$ cat src/rtl/kbd_pkg.sv
// kbd_pkg: prefix states, PS/2 set-2 scan codes and ASCII helpers
// shared by the keyboard event FIFO and its lookup table.
package kbd_pkg;

  typedef enum logic [1:0] {
    S_IDLE,
    S_BRK,
    S_EXT,
    S_EXT_BRK
  } kbd_state_t;

  localparam logic [7:0] SC_BREAK    = 8'hF0;
  localparam logic [7:0] SC_EXT      = 8'hE0;
  localparam logic [7:0] SC_PAUSE    = 8'hE1;
  localparam logic [7:0] SC_LSHIFT   = 8'h12;
  localparam logic [7:0] SC_RSHIFT   = 8'h59;
  localparam logic [7:0] SC_CTRL     = 8'h14;
  localparam logic [7:0] SC_CAPS     = 8'h58;
  localparam logic [7:0] SC_PRTSC    = 8'h7C;
  localparam logic [7:0] SC_KP_ENTER = 8'h5A;
  localparam logic [7:0] SC_KP_SLASH = 8'h4A;

  localparam logic [7:0] ASC_NUL   = 8'h00;
  localparam logic [7:0] ASC_CR    = 8'h0D;
  localparam logic [7:0] ASC_SLASH = 8'h2F;

  function automatic logic is_letter(
    input logic [7:0] c
  );
    return (c >= 8'h41 && c <= 8'h5A) ||
           (c >= 8'h61 && c <= 8'h7A);
  endfunction

  // key is {ext, code}; lut is the shifted lookup of code[6:0]
  function automatic logic [7:0] kbd_finish(
    input logic [8:0] key,
    input logic [7:0] lut,
    input logic       caps,
    input logic       ctrl
  );
    logic [7:0] c;
    c = ASC_NUL;
    if (key[8]) begin
      if (key[7:0] == SC_KP_ENTER)
        c = ASC_CR;
      else if (key[7:0] == SC_KP_SLASH)
        c = ASC_SLASH;
    end else if (!key[7]) begin
      c = lut;
      if (caps && is_letter(c))
        c = c ^ 8'h20;
      if (ctrl && (is_letter(c) ||
          (c >= 8'h5B && c <= 8'h5D)))
        c = c & 8'h1F;
    end
    return c;
  endfunction

endpackage

$ cat src/rtl/kbd_ascii_lut.sv
// kbd_ascii_lut: registered set-2 scan code to ASCII lookup,
// one cycle of latency; unmapped codes give 00.
module kbd_ascii_lut (
  input  logic       clk,
  input  logic       rst_n,
  input  logic       shift,
  input  logic [6:0] code,
  output logic [7:0] ascii
);

  logic [15:0] pair;

  always_comb begin
    pair = 16'h0000;
    case (code)
      7'h15: pair = 16'h7151;
      7'h1A: pair = 16'h7A5A;
      7'h1B: pair = 16'h7353;
      7'h1C: pair = 16'h6141;
      7'h1D: pair = 16'h7757;
      7'h21: pair = 16'h6343;
      7'h22: pair = 16'h7858;
      7'h23: pair = 16'h6444;
      7'h24: pair = 16'h6545;
      7'h2A: pair = 16'h7656;
      7'h2B: pair = 16'h6646;
      7'h2C: pair = 16'h7454;
      7'h2D: pair = 16'h7252;
      7'h31: pair = 16'h6E4E;
      7'h32: pair = 16'h6242;
      7'h33: pair = 16'h6848;
      7'h34: pair = 16'h6747;
      7'h35: pair = 16'h7959;
      7'h3A: pair = 16'h6D4D;
      7'h3B: pair = 16'h6A4A;
      7'h3C: pair = 16'h7555;
      7'h42: pair = 16'h6B4B;
      7'h43: pair = 16'h6949;
      7'h44: pair = 16'h6F4F;
      7'h4B: pair = 16'h6C4C;
      7'h4D: pair = 16'h7050;
      7'h16: pair = 16'h3121;
      7'h1E: pair = 16'h3240;
      7'h26: pair = 16'h3323;
      7'h25: pair = 16'h3424;
      7'h2E: pair = 16'h3525;
      7'h36: pair = 16'h365E;
      7'h3D: pair = 16'h3726;
      7'h3E: pair = 16'h382A;
      7'h46: pair = 16'h3928;
      7'h45: pair = 16'h3029;
      7'h0E: pair = 16'h607E;
      7'h4E: pair = 16'h2D5F;
      7'h55: pair = 16'h3D2B;
      7'h54: pair = 16'h5B7B;
      7'h5B: pair = 16'h5D7D;
      7'h5D: pair = 16'h5C7C;
      7'h4C: pair = 16'h3B3A;
      7'h52: pair = 16'h2722;
      7'h41: pair = 16'h2C3C;
      7'h49: pair = 16'h2E3E;
      7'h4A: pair = 16'h2F3F;
      7'h29: pair = 16'h2020;
      7'h5A: pair = 16'h0D0D;
      7'h66: pair = 16'h0808;
      7'h0D: pair = 16'h0909;
      7'h76: pair = 16'h1B1B;
      default: pair = 16'h0000;
    endcase
  end

  always_ff @(posedge clk or negedge rst_n) begin
    if (!rst_n)
      ascii <= 8'h00;
    else
      ascii <= shift ? pair[7:0] : pair[15:8];
  end

endmodule

$ cat src/rtl/kbd_event_fifo.sv
// kbd_event_fifo: PS/2 decode, modifiers, typematic repeat, char FIFO.
// Define KBD_CTRL_CODES_EN to map ctrl+letter/[\] to control codes.
module kbd_event_fifo
  import kbd_pkg::*;
#(
  parameter int FIFO_DEPTH = 16,
  parameter int TIMER_W = 25,
  parameter logic [TIMER_W-1:0] DELAY_FIRST = 25'd25_000_000,
  parameter logic [TIMER_W-1:0] DELAY_REPEAT = 25'd1_666_667
) (
  input  logic       clk_50,
  input  logic       clrn,
  input  logic       sc_valid,
  input  logic [7:0] sc_data,
  output logic       sc_ready,
  input  logic       kbd_en,
  input  logic       kbd_pop,
  output logic       kbd_valid,
  output logic [7:0] kbd_char,
  output logic [7:0] kbd_count,
  output logic       kbd_overflow,
  output logic [2:0] mods
);

  localparam int AW = $clog2(FIFO_DEPTH);

  kbd_state_t state, state_n;
  logic accept, fake;
  logic ev_make, ev_brk, ev_ext;
  logic [8:0] ev_key;
  logic lshift, rshift, lctrl, rctrl;
  logic caps_held, caps_lock;
  logic shift, ctrl, ctrl_codes;
  logic s1, s2;
  logic [8:0] pend;
  logic [7:0] lut_q;
  logic rep_active;
  logic [8:0] rep_key;
  logic [TIMER_W-1:0] timer;
  logic [7:0] mk_char, rep_char, push_char;
  logic mk_push, rep_fire, rep_kill;
  logic push_req, can_push, do_push, do_pop;
  logic [7:0] mem [FIFO_DEPTH];
  logic [AW-1:0] wr_ptr, rd_ptr, rd_n;
  logic [8:0] count, count_n;
  logic [7:0] head_n;

  assign sc_ready = !(s1 || s2);
  assign accept = sc_valid && sc_ready;
  assign fake = (sc_data == SC_LSHIFT) ||
                (sc_data == SC_PRTSC);
  assign shift = lshift || rshift;
  assign ctrl = lctrl || rctrl;
  assign mods = {caps_lock, ctrl, shift};

`ifdef KBD_CTRL_CODES_EN
  assign ctrl_codes = ctrl;
`else
  assign ctrl_codes = 1'b0;
`endif

  always_comb begin
    state_n = state;
    ev_make = 1'b0;
    ev_brk = 1'b0;
    ev_ext = 1'b0;
    if (accept) begin
      state_n = S_IDLE;
      if (sc_data != SC_PAUSE) begin
        unique case (state)
          S_IDLE: begin
            if (sc_data == SC_BREAK)
              state_n = S_BRK;
            else if (sc_data == SC_EXT)
              state_n = S_EXT;
            else
              ev_make = 1'b1;
          end
          S_EXT: begin
            ev_ext = 1'b1;
            if (sc_data == SC_BREAK)
              state_n = S_EXT_BRK;
            else
              ev_make = !fake;
          end
          S_BRK: ev_brk = 1'b1;
          S_EXT_BRK: begin
            ev_ext = 1'b1;
            ev_brk = !fake;
          end
        endcase
      end
    end
  end

  assign ev_key = {ev_ext, sc_data};

  always_ff @(posedge clk_50 or negedge clrn) begin
    if (!clrn) begin
      state <= S_IDLE;
      s1 <= 1'b0;
      s2 <= 1'b0;
      pend <= '0;
      lshift <= 1'b0;
      rshift <= 1'b0;
      lctrl <= 1'b0;
      rctrl <= 1'b0;
      caps_held <= 1'b0;
      caps_lock <= 1'b0;
    end else begin
      state <= state_n;
      s1 <= ev_make;
      s2 <= s1;
      if (ev_make)
        pend <= ev_key;
      if (ev_make || ev_brk) begin
        case (ev_key)
          {1'b0, SC_LSHIFT}: lshift <= ev_make;
          {1'b0, SC_RSHIFT}: rshift <= ev_make;
          {1'b0, SC_CTRL}:   lctrl <= ev_make;
          {1'b1, SC_CTRL}:   rctrl <= ev_make;
          {1'b0, SC_CAPS}: begin
            caps_held <= ev_make;
            if (ev_make && !caps_held)
              caps_lock <= !caps_lock;
          end
          default: ;
        endcase
      end
    end
  end

  // LUT follows rep_key whenever no make is being looked up
  kbd_ascii_lut u_lut (
    .clk   (clk_50),
    .rst_n (clrn),
    .shift (shift),
    .code  (s1 ? pend[6:0] : rep_key[6:0]),
    .ascii (lut_q)
  );

  assign mk_char = kbd_finish(pend, lut_q,
                              caps_lock, ctrl_codes);
  assign rep_char = kbd_finish(rep_key, lut_q,
                               caps_lock, ctrl_codes);
  assign mk_push = s2 && (mk_char != ASC_NUL) &&
                   !(rep_active && pend == rep_key);
  assign rep_kill = ev_brk && (ev_key == rep_key);
  assign rep_fire = rep_active && !s2 && !rep_kill &&
                    (timer == TIMER_W'(1));

  // a fire landing on a make's push cycle waits one cycle at 1
  always_ff @(posedge clk_50 or negedge clrn) begin
    if (!clrn) begin
      rep_active <= 1'b0;
      rep_key <= '0;
      timer <= '0;
    end else if (mk_push) begin
      rep_active <= 1'b1;
      rep_key <= pend;
      timer <= DELAY_FIRST;
    end else if (rep_active) begin
      if (timer != TIMER_W'(1))
        timer <= timer - TIMER_W'(1);
      else if (rep_fire)
        timer <= DELAY_REPEAT;
      if (rep_kill)
        rep_active <= 1'b0;
    end
  end

  assign push_req = mk_push || rep_fire;
  assign push_char = mk_push ? mk_char : rep_char;
  assign kbd_valid = (count != 9'd0);
  assign kbd_count = (count > 9'd255) ? 8'hFF : count[7:0];
  assign do_pop = kbd_en && kbd_pop && kbd_valid;
  assign can_push = kbd_en &&
                    (count != 9'(FIFO_DEPTH) || do_pop);
  assign do_push = push_req && can_push;
  assign rd_n = rd_ptr + AW'(do_pop);
  assign count_n = count + 9'(do_push) - 9'(do_pop);
  assign head_n = (do_push && wr_ptr == rd_n) ?
                  push_char : mem[rd_n];

  always_ff @(posedge clk_50) begin
    if (do_push)
      mem[wr_ptr] <= push_char;
  end

  always_ff @(posedge clk_50 or negedge clrn) begin
    if (!clrn) begin
      wr_ptr <= '0;
      rd_ptr <= '0;
      count <= '0;
      kbd_overflow <= 1'b0;
      kbd_char <= 8'h00;
    end else if (!kbd_en) begin
      wr_ptr <= '0;
      rd_ptr <= '0;
      count <= '0;
      kbd_overflow <= 1'b0;
    end else begin
      wr_ptr <= wr_ptr + AW'(do_push);
      rd_ptr <= rd_n;
      count <= count_n;
      if (push_req && !can_push)
        kbd_overflow <= 1'b1;
      if (count_n != 9'd0)
        kbd_char <= head_n;
    end
  end

endmodule
$ cat config.mk
export PLATFORM = sky130hd
export DESIGN_NAME = kbd_event_fifo
export DESIGN_NICKNAME = d
export VERILOG_FILES = /design/src/rtl/kbd_pkg.sv /design/src/rtl/kbd_ascii_lut.sv /design/src/rtl/kbd_event_fifo.sv
export SDC_FILE = /design/constraint.sdc
export NUM_CORES = 1
export LEC_CHECK = 0
export CORE_ASPECT_RATIO = 1.1
export CORE_UTILIZATION = 42
export DETAILED_ROUTE_END_ITERATION = 10
export PLACE_DENSITY = 0.72
export SETUP_SLACK_MARGIN = 0.3
export SLEW_MARGIN = 20
export SYNTH_ARGS = -nofsm -noshare
export SYNTH_HDL_FRONTEND = slang
export SYNTH_SLANG_ARGS = --single-unit
export TNS_END_PERCENT = 30
$ cat constraint.sdc
create_clock -name clk_50 -period 4.4 [get_ports clk_50]
set_input_delay 0.44 -clock clk_50 [delete_from_list [all_inputs] [get_ports clk_50]]
set_output_delay 0.44 -clock clk_50 [all_outputs]
set_load 0.005 [all_outputs]
==> results.md <==
- CP max-delay cell: or4_4
- Root Driver: clkbuf_16
- Min setup slack post-route: 0.431 ns
- Number of max-cap violations: 0
- GPL Wtd Cong: 0.955
- Most frequent cells after synthesis: edfxtp_1 (112), dfrtp_1 (86), nor2_1 (74), nand2_1 (72), a21oi_1 (55)
- Count leader, synth: edfxtp_1
- IO buf count: 33
- Unrepaired setup endpoints after global routing: true
- Worst Tran Pin Value: 0.996 ns
- HP Class: input pin to asynchronous set/reset pin
- Horiz. Die Dim: 154 um
- Fill cells: 2179
- Routed Antenna Nets: 0
- Syn Area/Cell: 11.7 um^2
- Rel. slew slack: 0.317
- Pin count of the biggest net entering global routing: 47
- Total grt overflow: 0
- DR iter-0 viols: 594
- Post-place setup slack: -0.343 ns
- WP data required: 4.73 ns
- # diodes: 0
- CP top delay family: compound AO/OA/AOI/OAI gates
- Setup Skew: 0.0129 ns
- Final period util: 0.902
- Number of synthesized flops with an enable pin: 112
- First-pass GRT wire length: 40600 um
- CP Buf/Inv Count: 2
- Setup violators final: 0
- Crit Path Max Fanout: 7
- Register bit total from synthesis: 198
- Rows: 61
- Yosys warning count: 0
- Ports: 35
- Critical path origin: u_lut.ascii[1]
- DR WL/cell: 18.8 um
- Drt first pass iters: 7
- Area leader, netlist: edfxtp_1
- Vias: 7779
- Vias/cell: 5.91
- Worst Setup Path Type: flop to flop
- Hold Buf Count CTS: 0
- R2R Path Start: u_lut.ascii[1]
- Nets: 1036
- Clk sinks: 198
- Post-route DRC: 0
- Post-layout util: 0.497
- Async SR Flop Fraction: 0.434
- Initial Util: 0.426
- Post-synthesis compound-gate area fraction: 0.118
- CP startpoint kind: flop
- Pwr dens: 596 nW/um^2
- # H-tree levels: 4
- Most used flip-flop cell after synthesis: edfxtp_1
- Critical-path cell list: or4_4, nor4_4, o2bb2ai_4, o21a_4, o211a_4, ha_4, fa_2, a21oi_2, o21bai_1, buf_4, a21oi_1, nor2_1, nor2_1, xnor2_2, o41ai_4, buf_6, mux2_2
- Share of post-route cells with drive strength above 1: 0.213
- Area Growth Syn to Fin: 16.7%
- Post-Syn Instances: 920
- Mapped Area: 10700 um^2
- Initial antenna violation count: 0
- Violated checks: hold timing
- Post-synthesis simple-gate area fraction: 0.145
- Clock buffer depth: 2
- Non-Filler Instances: 1316
- Post-synth top area share: 0.313
- Clock Pin Slew Worst Setup and Hold Paths: 0.08 ns
- Post-synth net total: 968
- TNS Setup: 0 ns
- Die height: 170 um
- Post-DP HPWL: 16900 um
- CTS tree: built
- CP max stage delay: 0.56 ns
- CP arrival: 4.30 ns
- Largest cells by area after synthesis: edfxtp_1 (31%), dfrtp_1 (20%), mux4_2 (7.3%)
- Mux share of post-synthesis cell area: 0.122
- Number of CTS-inserted buffers: 17
- GRT Resource Usage Total: 0.197
- Number of global-route vias before repair: 7745
- Static Leak: 4.80 nW
- WHS: -0.00638 ns
- Sequential-to-total area share from yosys stat: 0.514
- XOR/XNOR Fraction of Synth Area: 0.0326
- Peak supply drop: 0.474 mV
- Final hold violation count: 5
- Main combinational cell family by area after synthesis: simple AND/OR/NAND/NOR gates
- Post-Synth Adder-Cell Area: 0.0415
- Outcome: finished, violations left
- Core area: 25200 um^2
- Final Max Tran Viols: 0
- Worst skew pair latency: 0.44 ns
- FMAX: 252 MHz
- Routed WL: 24800 um
- Type of destination of the critical path: flop
- Placed Cells: 1269
- PnR Total Power: 7.47 mW
- Synth cell types: 78
- Die area: 26200 um^2
- Most common cell on crit path: nor2_1
- Fin crit period: 3.97 ns
==> placed cells by master (no fill, tap or decap), types with 5 or more instances in the layout <==
cell and count:
edfxtp_1 112, dfrtp_1 81, nand2_1 72, nor2_1 72, buf_4 64, a21oi_1 54
mux2_2 38, mux4_2 35, o21ai_0 34, nor3_1 33, ha_1 32, nand3_1 27
clkdlybuf4s50_1 25, inv_1 22, xnor2_1 19, and2_1 19, clkbuf_16 17, xor2_1 16
a31oi_1 16, nor4_1 11, a21o_1 9, nor2b_1 9, and3_1 8, nand4_1 7
mux2i_1 7, a211oi_1 7, nand2b_1 6, a221oi_1 6, xnor2_2 5, o211ai_1 5
o22ai_1 5, a221o_1 5, a311oi_1 5, clkinv_8 5, inv_8 5, dlymetal6s2s_1 5
dfrtp_2 5
==> path summary, 6_finish.rpt <==
check / end / slack [ns] / depth (start not counted)
max: kbd_char[2] / 0.43 / 17
min: pend[5] / -0.006 / 1
max reg2reg: kbd_char[2] / 0.43 / 17
min reg2reg: timer[16] / 0.48 / 2
max in group asynchronous: count[7] / 3.44 / 2
min in group clk_50: pend[3] / 0.42 / 2
==> metrics by stage <==
step / hold WS [ns] / cell area [um^2]
2_1_floorplan: 0.144 / 10800
3_3_place_gp: 0.472 / 11700
3_5_place_dp: 0.472 / 11700
4_1_cts: 0.00850 / 12400
5_1_grt: 0.0237 / 12500
6_report: -0.00638 / 12500
==> timing repair <==
item	CTS	global route
pin swaps	11	11
gates resized for setup	15	17
setup endpoints to repair	7	7
setup buffers	9	6
==> kinds of logic after synthesis <==
| group | count (synthesis) |
|---|---|
| AO/OA/AOI/OAI | 190 |
| XOR/XNOR | 40 |
| adder cells (fa/ha/maj) | 35 |
| buffers and inverters | 72 |
| flip-flops | 198 |
| multiplexers | 82 |
| other | 1 |
| AND/OR/NAND/NOR | 302 |
==> flip-flops by register name (all words and copies together), names as in the netlist <==
name          cells
rshift            1
caps_held         1
rctrl             1
s2                1
kbd_char          7
mem             112
wr_ptr            4
u_lut.ascii       7
s1                1
rd_ptr            4
lshift            1
timer            25
kbd_overflow      1
lctrl             1
rep_active        1
rep_key           9
state             2
caps_lock         1
pend              9
count             9
==> area by class of cell <==
type                            count  area [um^2]  area share
Clock buffer                       17          425      0.0340
Clock inverter                     15          179      0.0143
Inverter                           23         86.3     0.00689
Timing Repair Buffer               98          842      0.0672
Sequential cell                   198         5520       0.441
Tap cell                          315          394      0.0315
Multi-Input combinational cell    650         5080       0.406
==> metal layers <==
metal	global-route usage	wire length, um	vias to the layer above
li1	-	-	3619
met1	0.249	10600	3850
met2	0.340	12500	272
met3	0.0352	1230	38
met4	0.0650	433	0
met5	0	0	-
==> power by group <==
| part | total (mW) | switching (mW) | internal, mW |
|---|---|---|---|
| clock | 1.54 | 0.769 | 0.770 |
| combinational | 3.35 | 1.91 | 1.44 |
| sequential | 2.58 | 0.260 | 2.32 |
| total | 7.47 | 2.93 | 4.53 |
(Power assumes the default switching activity.)
